==> config.mk <==
export PLATFORM = sky130hd
export DESIGN_NAME = mdu
export DESIGN_NICKNAME = d
export VERILOG_FILES = /design/src/rtl/mdu_pkg.sv /design/src/rtl/mdu_div_core.sv /design/src/rtl/mdu.sv
export SDC_FILE = /design/constraint.sdc
export NUM_CORES = 2
export LEC_CHECK = 0
export ABC_AREA = 0
export ABC_CLOCK_PERIOD_IN_PS = 21200
export BUFFER_PORTS_ARGS = -buffer_cell sky130_fd_sc_hd__buf_2
export CORE_MARGIN = 2
export CORE_UTILIZATION = 42
export CTS_CLUSTER_DIAMETER = 30
export CTS_CLUSTER_SIZE = 40
export DETAILED_ROUTE_END_ITERATION = 7
export GPL_TIMING_DRIVEN = 0
export MAX_ROUTING_LAYER = met4
export PLACE_DENSITY_LB_ADDON = 0.08
export RECOVER_POWER = 25
export SLEW_MARGIN = 5
export SYNTH_ARGS = -nofsm -noshare
export SYNTH_HDL_FRONTEND = slang
export SYNTH_HIERARCHICAL = 1
export SYNTH_SLANG_ARGS = --single-unit
==> constraint.sdc <==
create_clock -name clk -period 21.2 [get_ports clk]
set_clock_uncertainty 0.05 [all_clocks]
set_input_delay 0 -clock clk [delete_from_list [all_inputs] [get_ports clk]]
set_output_delay 0 -clock clk [all_outputs]
set_load 0.01 [all_outputs]
==> src/rtl/mdu_pkg.sv <==
// Shared definitions for the execute stage: ALU/MDU op codes, op type, MDU state
// enum and width constants. Imported by the controller and by the MDU itself.
package mdu_pkg;

    localparam int XLEN      = 32;
    localparam int DIV_ITERS = 32;

    typedef logic [4:0] alu_op_t;

    localparam alu_op_t OP_ADD    = 5'b00000;
    localparam alu_op_t OP_SUB    = 5'b00001;
    localparam alu_op_t OP_SLL    = 5'b00010;
    localparam alu_op_t OP_SLT    = 5'b00011;
    localparam alu_op_t OP_SLTU   = 5'b00100;
    localparam alu_op_t OP_XOR    = 5'b00101;
    localparam alu_op_t OP_SRL    = 5'b00110;
    localparam alu_op_t OP_SRA    = 5'b00111;
    localparam alu_op_t OP_OR     = 5'b01000;
    localparam alu_op_t OP_AND    = 5'b01001;
    localparam alu_op_t OP_LUI    = 5'b01010;
    localparam alu_op_t OP_MUL    = 5'b01011;
    localparam alu_op_t OP_MULH   = 5'b01100;
    localparam alu_op_t OP_MULHSU = 5'b01101;
    localparam alu_op_t OP_MULHU  = 5'b01110;
    localparam alu_op_t OP_DIV    = 5'b01111;
    localparam alu_op_t OP_DIVU   = 5'b10000;
    localparam alu_op_t OP_REM    = 5'b10001;
    localparam alu_op_t OP_REMU   = 5'b10010;

    typedef enum logic [1:0] {
        S_IDLE,
        S_ONE,
        S_DIV,
        S_FIN
    } mdu_state_t;

endpackage

==> src/rtl/mdu_div_core.sv <==
// Iterative restoring divider on unsigned magnitudes, one quotient bit per cycle.
// quo/rem are the values after the current iteration, so they are final while last is high.
module mdu_div_core
    import mdu_pkg::*;
(
    input  logic            clk,
    input  logic            rst,
    input  logic            load,
    input  logic            flush,
    input  logic [XLEN-1:0] dividend,
    input  logic [XLEN-1:0] divisor,
    output logic            last,
    output logic [XLEN-1:0] quo,
    output logic [XLEN-1:0] rem
);

    localparam logic [4:0] LAST_CNT = 5'(DIV_ITERS - 1);

    logic            active;
    logic [4:0]      cnt;
    logic [XLEN-1:0] rem_q;
    logic [XLEN-1:0] quo_q;
    logic [XLEN-1:0] dvs_q;
    logic [XLEN:0]   shifted;
    logic [XLEN:0]   diff;

    // Quotient register doubles as the dividend shifter: its MSB feeds the remainder.
    always_comb begin
        shifted = {rem_q, quo_q[XLEN-1]};
        diff    = shifted - {1'b0, dvs_q};
        quo     = {quo_q[XLEN-2:0], ~diff[XLEN]};
        rem     = diff[XLEN] ? shifted[XLEN-1:0] : diff[XLEN-1:0];
        last    = active && (cnt == LAST_CNT);
    end

    always_ff @(posedge clk) begin
        if (rst) begin
            active <= 1'b0;
            cnt    <= '0;
        end else if (flush) begin
            active <= 1'b0;
            cnt    <= '0;
        end else if (load) begin
            active <= 1'b1;
            cnt    <= '0;
        end else if (active) begin
            cnt <= cnt + 5'd1;
            if (last)
                active <= 1'b0;
        end
    end

    always_ff @(posedge clk) begin
        if (load) begin
            rem_q <= '0;
            quo_q <= dividend;
            dvs_q <= divisor;
        end else if (active) begin
            rem_q <= rem;
            quo_q <= quo;
        end
    end

endmodule

==> src/rtl/mdu.sv <==
// RV32M multiply/divide unit: two-cycle multiplies and divide special cases,
// 32-iteration restoring divides, with flush and back-to-back issue from FIN.
module mdu
    import mdu_pkg::*;
(
    input  logic            clk,
    input  logic            rst,
    input  logic            start_i,
    input  logic [4:0]      alu_op_i,
    input  logic [XLEN-1:0] rs1_i,
    input  logic [XLEN-1:0] rs2_i,
    input  logic            flush_i,
    output logic            busy_o,
    output logic            done_o,
    output logic [XLEN-1:0] result_o
);

    function automatic logic [XLEN-1:0] cond_neg(input logic [XLEN-1:0] v, input logic neg);
        return neg ? (~v + 1'b1) : v;
    endfunction

    mdu_state_t state;
    alu_op_t    op;
    logic       is_mul, is_div, sgn_div, want_rem, div_zero, div_ovf, special;
    logic       can_accept, accept, core_load, core_last;
    logic [XLEN-1:0] special_res, a_mag, b_mag, quo_raw, rem_raw;

    alu_op_t         op_q;
    logic [XLEN-1:0] a_q, b_q, spec_q;
    logic            neg_quo_q, neg_rem_q, rem_sel_q;

    logic                   a_sx, b_sx;
    logic signed [63:0]     a_ext, b_ext, prod;
    logic [XLEN-1:0]        mul_res, one_res, div_res;

    // Decode and special-case detection on the live operands at acceptance.
    always_comb begin
        op          = alu_op_i;
        is_mul      = (op == OP_MUL) || (op == OP_MULH) || (op == OP_MULHSU) || (op == OP_MULHU);
        is_div      = (op == OP_DIV) || (op == OP_DIVU) || (op == OP_REM) || (op == OP_REMU);
        sgn_div     = (op == OP_DIV) || (op == OP_REM);
        want_rem    = (op == OP_REM) || (op == OP_REMU);
        div_zero    = (rs2_i == '0);
        div_ovf     = sgn_div && (rs1_i == 32'h8000_0000) && (rs2_i == 32'hFFFF_FFFF);
        special     = is_div && (div_zero || div_ovf);
        special_res = div_zero ? (want_rem ? rs1_i : 32'hFFFF_FFFF)
                               : (want_rem ? 32'h0 : 32'h8000_0000);
        a_mag       = cond_neg(rs1_i, sgn_div && rs1_i[XLEN-1]);
        b_mag       = cond_neg(rs2_i, sgn_div && rs2_i[XLEN-1]);
        can_accept  = (state == S_IDLE) || (state == S_FIN);
        accept      = start_i && (is_mul || is_div) && can_accept && !flush_i;
        core_load   = accept && is_div && !special;
    end

    always_ff @(posedge clk) begin
        if (accept) begin
            op_q      <= op;
            a_q       <= rs1_i;
            b_q       <= rs2_i;
            spec_q    <= special_res;
            neg_quo_q <= sgn_div && (rs1_i[XLEN-1] ^ rs2_i[XLEN-1]);
            neg_rem_q <= sgn_div && rs1_i[XLEN-1];
            rem_sel_q <= want_rem;
        end
    end

    // 33-bit operands (sign- or zero-extended) multiplied at 64-bit result width.
    always_comb begin
        a_sx    = ((op_q == OP_MULH) || (op_q == OP_MULHSU)) && a_q[XLEN-1];
        b_sx    = (op_q == OP_MULH) && b_q[XLEN-1];
        a_ext   = {{32{a_sx}}, a_q};
        b_ext   = {{32{b_sx}}, b_q};
        prod    = a_ext * b_ext;
        mul_res = (op_q == OP_MUL) ? prod[31:0] : prod[63:32];
        one_res = ((op_q == OP_DIV) || (op_q == OP_DIVU) || (op_q == OP_REM) || (op_q == OP_REMU))
                  ? spec_q : mul_res;
        div_res = rem_sel_q ? cond_neg(rem_raw, neg_rem_q) : cond_neg(quo_raw, neg_quo_q);
    end

    mdu_div_core u_div_core (
        .clk      (clk),
        .rst      (rst),
        .load     (core_load),
        .flush    (flush_i),
        .dividend (a_mag),
        .divisor  (b_mag),
        .last     (core_last),
        .quo      (quo_raw),
        .rem      (rem_raw)
    );

    always_ff @(posedge clk) begin
        if (rst) begin
            state    <= S_IDLE;
            busy_o   <= 1'b0;
            done_o   <= 1'b0;
            result_o <= '0;
        end else begin
            busy_o <= 1'b0;
            done_o <= 1'b0;
            if (flush_i) begin
                state <= S_IDLE;
            end else begin
                case (state)
                    S_IDLE, S_FIN: begin
                        if (accept) begin
                            state  <= (is_div && !special) ? S_DIV : S_ONE;
                            busy_o <= 1'b1;
                        end else begin
                            state <= S_IDLE;
                        end
                    end
                    S_ONE: begin
                        state    <= S_FIN;
                        done_o   <= 1'b1;
                        result_o <= one_res;
                    end
                    S_DIV: begin
                        if (core_last) begin
                            state    <= S_FIN;
                            done_o   <= 1'b1;
                            result_o <= div_res;
                        end else begin
                            busy_o <= 1'b1;
                        end
                    end
                    default: state <= S_IDLE;
                endcase
            end
        end
    end

endmodule

### Word-level counts from Yosys, hierarchy flattened

Cells that the tools add are included.

| cells by class | value |
|---|---|
| add/sub/neg operators | 6 |
| multiply operators | 1 |
| equality and inequality tests | 22 |
| multiplexer cells | 26 |
| bitwise gates (word level) | 7 |
| reduce and logical (&&, ||, !) cells | 40 |

Operators with widths:

| kind | number |
|---|---|
| $mux W32 | 14 |
| $add A32 B1 Y32 const B | 4 |
| $not A32 Y32 | 4 |
| $eq A32 B32 Y1 const B | 2 |
| $mul A33 B33 Y64 | 1 |
| $pmux W32 S2 | 1 |
| $eq A5 B4 Y1 const B | 9 |
| $eq A5 B5 Y1 const B | 7 |
| $sub A33 B32 Y33 | 1 |
| $logic_not A32 Y1 | 1 |
| $logic_and A1 B1 Y1 | 15 |
| $logic_or A1 B1 Y1 | 15 |
| $mux W2 | 3 |
| $pmux W2 S3 | 1 |
| $add A5 B1 Y5 const B | 1 |
| $mux W1 | 5 |
| $eq A2 B2 Y1 const B | 2 |
| $pmux W1 S2 | 2 |
| $reduce_bool A2 Y1 | 2 |
| $reduce_or A2 Y1 | 2 |
| $reduce_and A3 Y1 | 1 |
| $reduce_or A3 Y1 | 1 |
| $eq A2 B1 Y1 const B | 1 |
| $logic_not A1 Y1 | 2 |
| 4 further kinds | 5 |

| storage, ports and cells | value |
|---|---|
| flip-flop bits (word level) | 242 |
| bits of input ports | 73 |
| output and inout port bits | 34 |
| word-level logic and storage cells | 118 |

### Logic depth before layout (Yosys ltp)

| logic depth | value |
|---|---|
| depth after elaboration | 11 |
| gate-level depth with buffers | 34 |
| mapped depth without buffers | 30 |

### By module

The synthesis kept the hierarchy.

By module, submodules not included:

| module | times used | cells each | area each (µm²) | sequential area each (µm²) |
|---|---|---|---|---|
| mdu | 1 | 5,185 | 46,718.6 | 3,843.7 |
| mdu_div_core | 1 | 658 | 6,327.3 | 2,682.6 |

### Least setup slack after synthesis

OpenSTA, ideal clock, no wires.

| timing path | value |
|---|---|
| path type | flip-flop to flip-flop |
| start | reg state[0] |
| end | reg u_div_core.quo_q[0] (enable) |
| library setup time | 389 ps |
| arrival | 11,257 ps |
| required time | 20,761 ps |
| path slack | 9,504 ps |
| cell stages (with the launch flop) | 10 |
| path buffers | 2 |
| period minus slack after synthesis | 11,696 ps |
| path through | dfxtp_1 -> inv_1 -> ha_1 -> nand2_1 -> a211oi_1 -> and2_1 -> clkbuf_1 -> inv_1 -> clkbuf_1 -> nand2_1 |

| between the ends | value |
|---|---|
| cells in the longest elaborated chain, start to end | 7 |
| elaborated cells between the ends (all ways) | 8 |
| those cells by class | eq/ne (1); reduce/logical (7) |

Ends and longest elaborated chain:

| what | line | text |
|---|---|---|
| from (decl) | mdu.sv:22 | `mdu_state_t state;` |
| from (signal assigned) | mdu.sv:107 | `state <= (is_div && !special) ? S_DIV : S_ONE;` |
| $eq A2 B2 Y1 / $logic_not A2 Y1 (equally long branches) | mdu.sv:50 | `can_accept = (state == S_IDLE) \|\| (state == S_FIN);` |
| $logic_or A1 B1 Y1 * | mdu.sv:50 |  |
| $logic_and A1 B1 Y1 * (2 in a row) | mdu.sv:51 | `accept = start_i && (is_mul \|\| is_div) && can_accept && !flush_i;` |
| named net accept | mdu.sv:25 | `logic can_accept, accept, core_load, core_last;` |
| $logic_and A1 B1 Y1 * (2 in a row) | mdu.sv:52 | `core_load = accept && is_div && !special;` |
| named net core_load | mdu.sv:25 |  |
| $reduce_bool A2 Y1 (no line) * | n/a |  |
| to (signal assigned) | mdu_div_core.sv:56 | `quo_q <= dividend;` |
| to (signal assigned) | mdu_div_core.sv:60 | `quo_q <= quo;` |
| to (decl) | mdu_div_core.sv:22 | `logic [XLEN-1:0] quo_q;` |

Mark *: on every way through the listed nets, which the timed path passes. The rest lies on a longest branch.
A chain may end at the register's enable or synchronous reset.

### Final worst setup path

| timing path | value |
|---|---|
| start | reg op_q[4] |
| end | reg result_o[21] |

| between the ends | value |
|---|---|
| cells in the longest elaborated chain, start to end | 7 |
| elaborated cells between the ends (all ways) | 17 |
| those cells by class | mul (1); eq/ne (7); mux (3); reduce/logical (6) |

Ends and longest elaborated chain:

| what | line | text |
|---|---|---|
| from (decl) | mdu.sv:28 | `alu_op_t op_q;` |
| from (signal assigned) | mdu.sv:57 | `op_q <= op;` |
| $eq A5 B4 Y1 (on tied branches) | mdu.sv:69, mdu.sv:70 |  |
| $logic_or A1 B1 Y1 | mdu.sv:69 | `a_sx = ((op_q == OP_MULH) \|\| (op_q == OP_MULHSU)) && a_q[XLEN-1];` |
| $logic_and A1 B1 Y1 | mdu.sv:69 |  |
| $mul A33 B33 Y64 | mdu.sv:73 | `prod = a_ext * b_ext;` |
| $mux W32 | mdu.sv:74 | `mul_res = (op_q == OP_MUL) ? prod[31:0] : prod[63:32];` |
| $mux W32 * | mdu.sv:76 | `? spec_q : mul_res;` |
| $pmux W32 S2 * | mdu.sv:104 | `case (state)` |
| to (signal assigned) | mdu.sv:116 | `result_o <= one_res;` |
| to (signal assigned) | mdu.sv:122 | `result_o <= div_res;` |
| to (decl) | mdu.sv:15 | `output logic [XLEN-1:0] result_o` |

Every way passes the cells marked *; elsewhere a longest branch is shown, timed or not.

==> metrics.txt <==
Die X 359 µm; Worst path most repeated cell fa_1; NumNets Final approximately 7500; Worst Hold Class input pin to flop; Max Cap Viol 1; post-layout minimum cycle time 12.84 ns; Yosys warning total 6; final hold violations 0; Num CTS Buffers 48; post-layout instance area approximately 58000 µm²; number of flops mapped to enable cells by yosys 168; DRT Pass-1 Iters 5; root buf cell clkbuf_16; Met3 Wirelength approximately 17000 µm; Hold Slack around 0.27 ns; clock slew at reported path FFs approximately 0.060 ns; global route overflow 0; Starting Density between 40% and 50%; Syn Nets roughly 7300; status finished, violations left; max layer used met4; gr usage total roughly two fifths; DRC viols 0; Seq/Total Area, Yosys approximately an eighth; Worst setup SP type flop; number of I/O port buffers approximately 110; Post-Syn Area between 50000 and 60000 µm²; DRT met1 WL 92900 µm; fmax approximately 78 MHz; Cells after Synth between 5000 and 6000; final WL ~230000 µm; CP Class flop to flop; crit-path max FO 11; # clock sinks 242; Relative slew margins -4.65%; Placed Area 55900 µm²; post-synthesis register bit count ~240; via/cell ratio around 5.5; measured slew at the worst slew-check pin between 1.5 and 2 ns; Synth Area per Inst slightly above 9 µm²; wire length of the first global-routing pass 339000 µm; 1st-iter DRT viols about 3700; Tcrit/Tclk final 60.6%; Bufs on Longest Clock Path 3; # rows 130; vias in the first global route about 46000; setup_tns 0 ns; post-route ant nets 0; share of cells above drive strength 1 3.80%; I/O Pins 107; post-synth cell types just over 90; final setup vio count 0; H-tree depth 2; post-detail-place hpwl roughly 200000 µm; wire length on met2 between 100000 and 150000 µm; clk_lat worst skew about 0.58 ns; CP Capture Type flop; RSZ-0062 raised after global routing no; vias post-DR 43000; Die Height about 360 µm; largest net degree at the start of global routing 33; die area approximately 130000 µm²; initial antenna violation count 18; critical path required time around 22 ns; failing checks max-capacitance violations, max-slew violations; CTS tree built; Core Area ~130000 µm²; CP max stage delay roughly 1.0 ns; crit path DAT ~13 ns; Slew Limit Fails 11; Area Overhead vs Synth 9.57%; Final GP Congestion between 1 and 1.5; routed len/inst between 30 and 40 µm; Post-synth top flop edfxtp_1; slowest CP cell o41ai_1; async set-reset flop share out of synthesis 0%; fillcell total roughly 13000; Post-CTS Setup Bufs 0
## cells by family after synthesis
kind of cell / Yosys count / share of synthesized area [%]
buf+inv: 1575 / 11.5
xor+xnor: 211 / 3.48
compound gates: 681 / 8.43
fa+ha+maj: 1379 / 48.5
simple gates: 1707 / 14.8
mux: 48 / 1.00
flops: 242 / 12.3
## worst max-delay path: cells and delay by family, from the launching register on
family	cells	cell delay (ns)
compound gates	3	1.71
xor+xnor	1	0.51
fa+ha+maj	9	5.24
buf+inv	9	3.03
flops	1	0.39
simple gates	6	1.73
## cells in the final DEF (no fill, tap or decap), types with 13 or more instances in the layout
| master | n |
|---|---|
| nand3_1 | 27 |
| mux2_2 | 36 |
| inv_1 | 1235 |
| ha_1 | 253 |
| or3_1 | 14 |
| o41ai_1 | 16 |
| fa_1 | 1125 |
| edfxtp_1 | 168 |
| nor4_1 | 19 |
| xnor2_1 | 118 |
| nand2_1 | 948 |
| dlygate4sd3_1 | 73 |
| buf_4 | 37 |
| nor2_1 | 190 |
| clkbuf_1 | 394 |
| clkbuf_16 | 50 |
| nand2b_1 | 20 |
| a211oi_1 | 15 |
| o21ai_1 | 22 |
| o21a_1 | 69 |
| nor3_1 | 39 |
| a21o_1 | 42 |
| and2_1 | 314 |
| xor2_1 | 93 |
| a21oi_1 | 169 |
| o21bai_1 | 16 |
| o21ai_0 | 131 |
| and3_1 | 26 |
| dfxtp_1 | 74 |
| nand4_1 | 31 |
| a31oi_1 | 25 |
| a221oi_1 | 13 |
| o211ai_1 | 30 |
| or2_2 | 15 |
| o31ai_1 | 33 |
## worst paths after layout
path	cells past startpoint	slack [ns]	endpoint	startpoint
hold / removal	2	0.27	b_q[9]	rs2_i[9]
setup reg to reg	28	8.36	result_o[21]	op_q[4]
hold reg to reg	2	0.42	result_o[0]	result_o[0]
setup / recovery	28	8.36	result_o[21]	op_q[4]
## per-stage QoR
step	util (%)	worst slack [ns]	cells
global route	46.3	8.14	7777
floorplan	-	9.50	5843
global placement	44.4	2.84	7599
finish	46.3	8.36	7781
CTS	46.4	8.54	7774
detailed placement	44.5	8.60	7611
## area by class of cell
type,count,area (µm²),area share (%)
sequential,242,6530,11.2
timing repair buffer,191,1320,2.28
inverter,1236,4640,7.98
buffer,339,1450,2.50
clock inverter,34,362,0.622
clock buffer,56,1290,2.23
tap,1650,2060,3.55
antenna,7,17.5,0.0301
multi-input combinational,4026,40400,69.6
## cell usage after synthesis, drive strengths merged, types with 17 or more instances
cell type	count	area (µm²)
buf	49	360
a21oi	170	855
nand4	31	194
dfxtp	74	1480
nand2	949	3560
clkbuf	290	1090
mux2	37	420
nand2b	21	139
xnor2	118	1030
inv	1235	4640
o41ai	17	156
and3	27	170
o21a	69	518
a31oi	25	156
nor4	22	159
ha	253	3170
edfxtp	168	5040
xor2	93	815
a21o	42	315
fa	1126	22500
o31ai	34	260
o21ai	154	775
nand3	27	135
nor3	39	195
and2	316	1980
nor2	190	713
o211ai	31	238
## state kept, by name (all words and copies together) (netlist names), 2 cells and up
register,cells
u_div_core/dvs_q,32
spec_q,32
u_div_core/cnt,5
op_q,5
u_div_core/rem_q,32
b_q,32
result_o,32
state,2
u_div_core/quo_q,32
a_q,32
## routing by layer
metal	vias up	global-route usage (%)
met3	436	5.48
li1	18300	-
met1	22300	47.8
met2	1908	60.1
met4	0	19.6
met5	-	-
## repair_timing
item | 4_1_cts | 5_1_grt
hold buffers | 73 | 0
endpoints found under the hold margin | 178 | 0
resized for setup | 0 | 0
Power is not shown: default switching activity piles up to over one toggle a cycle in this logic, so the estimate is an artifact.
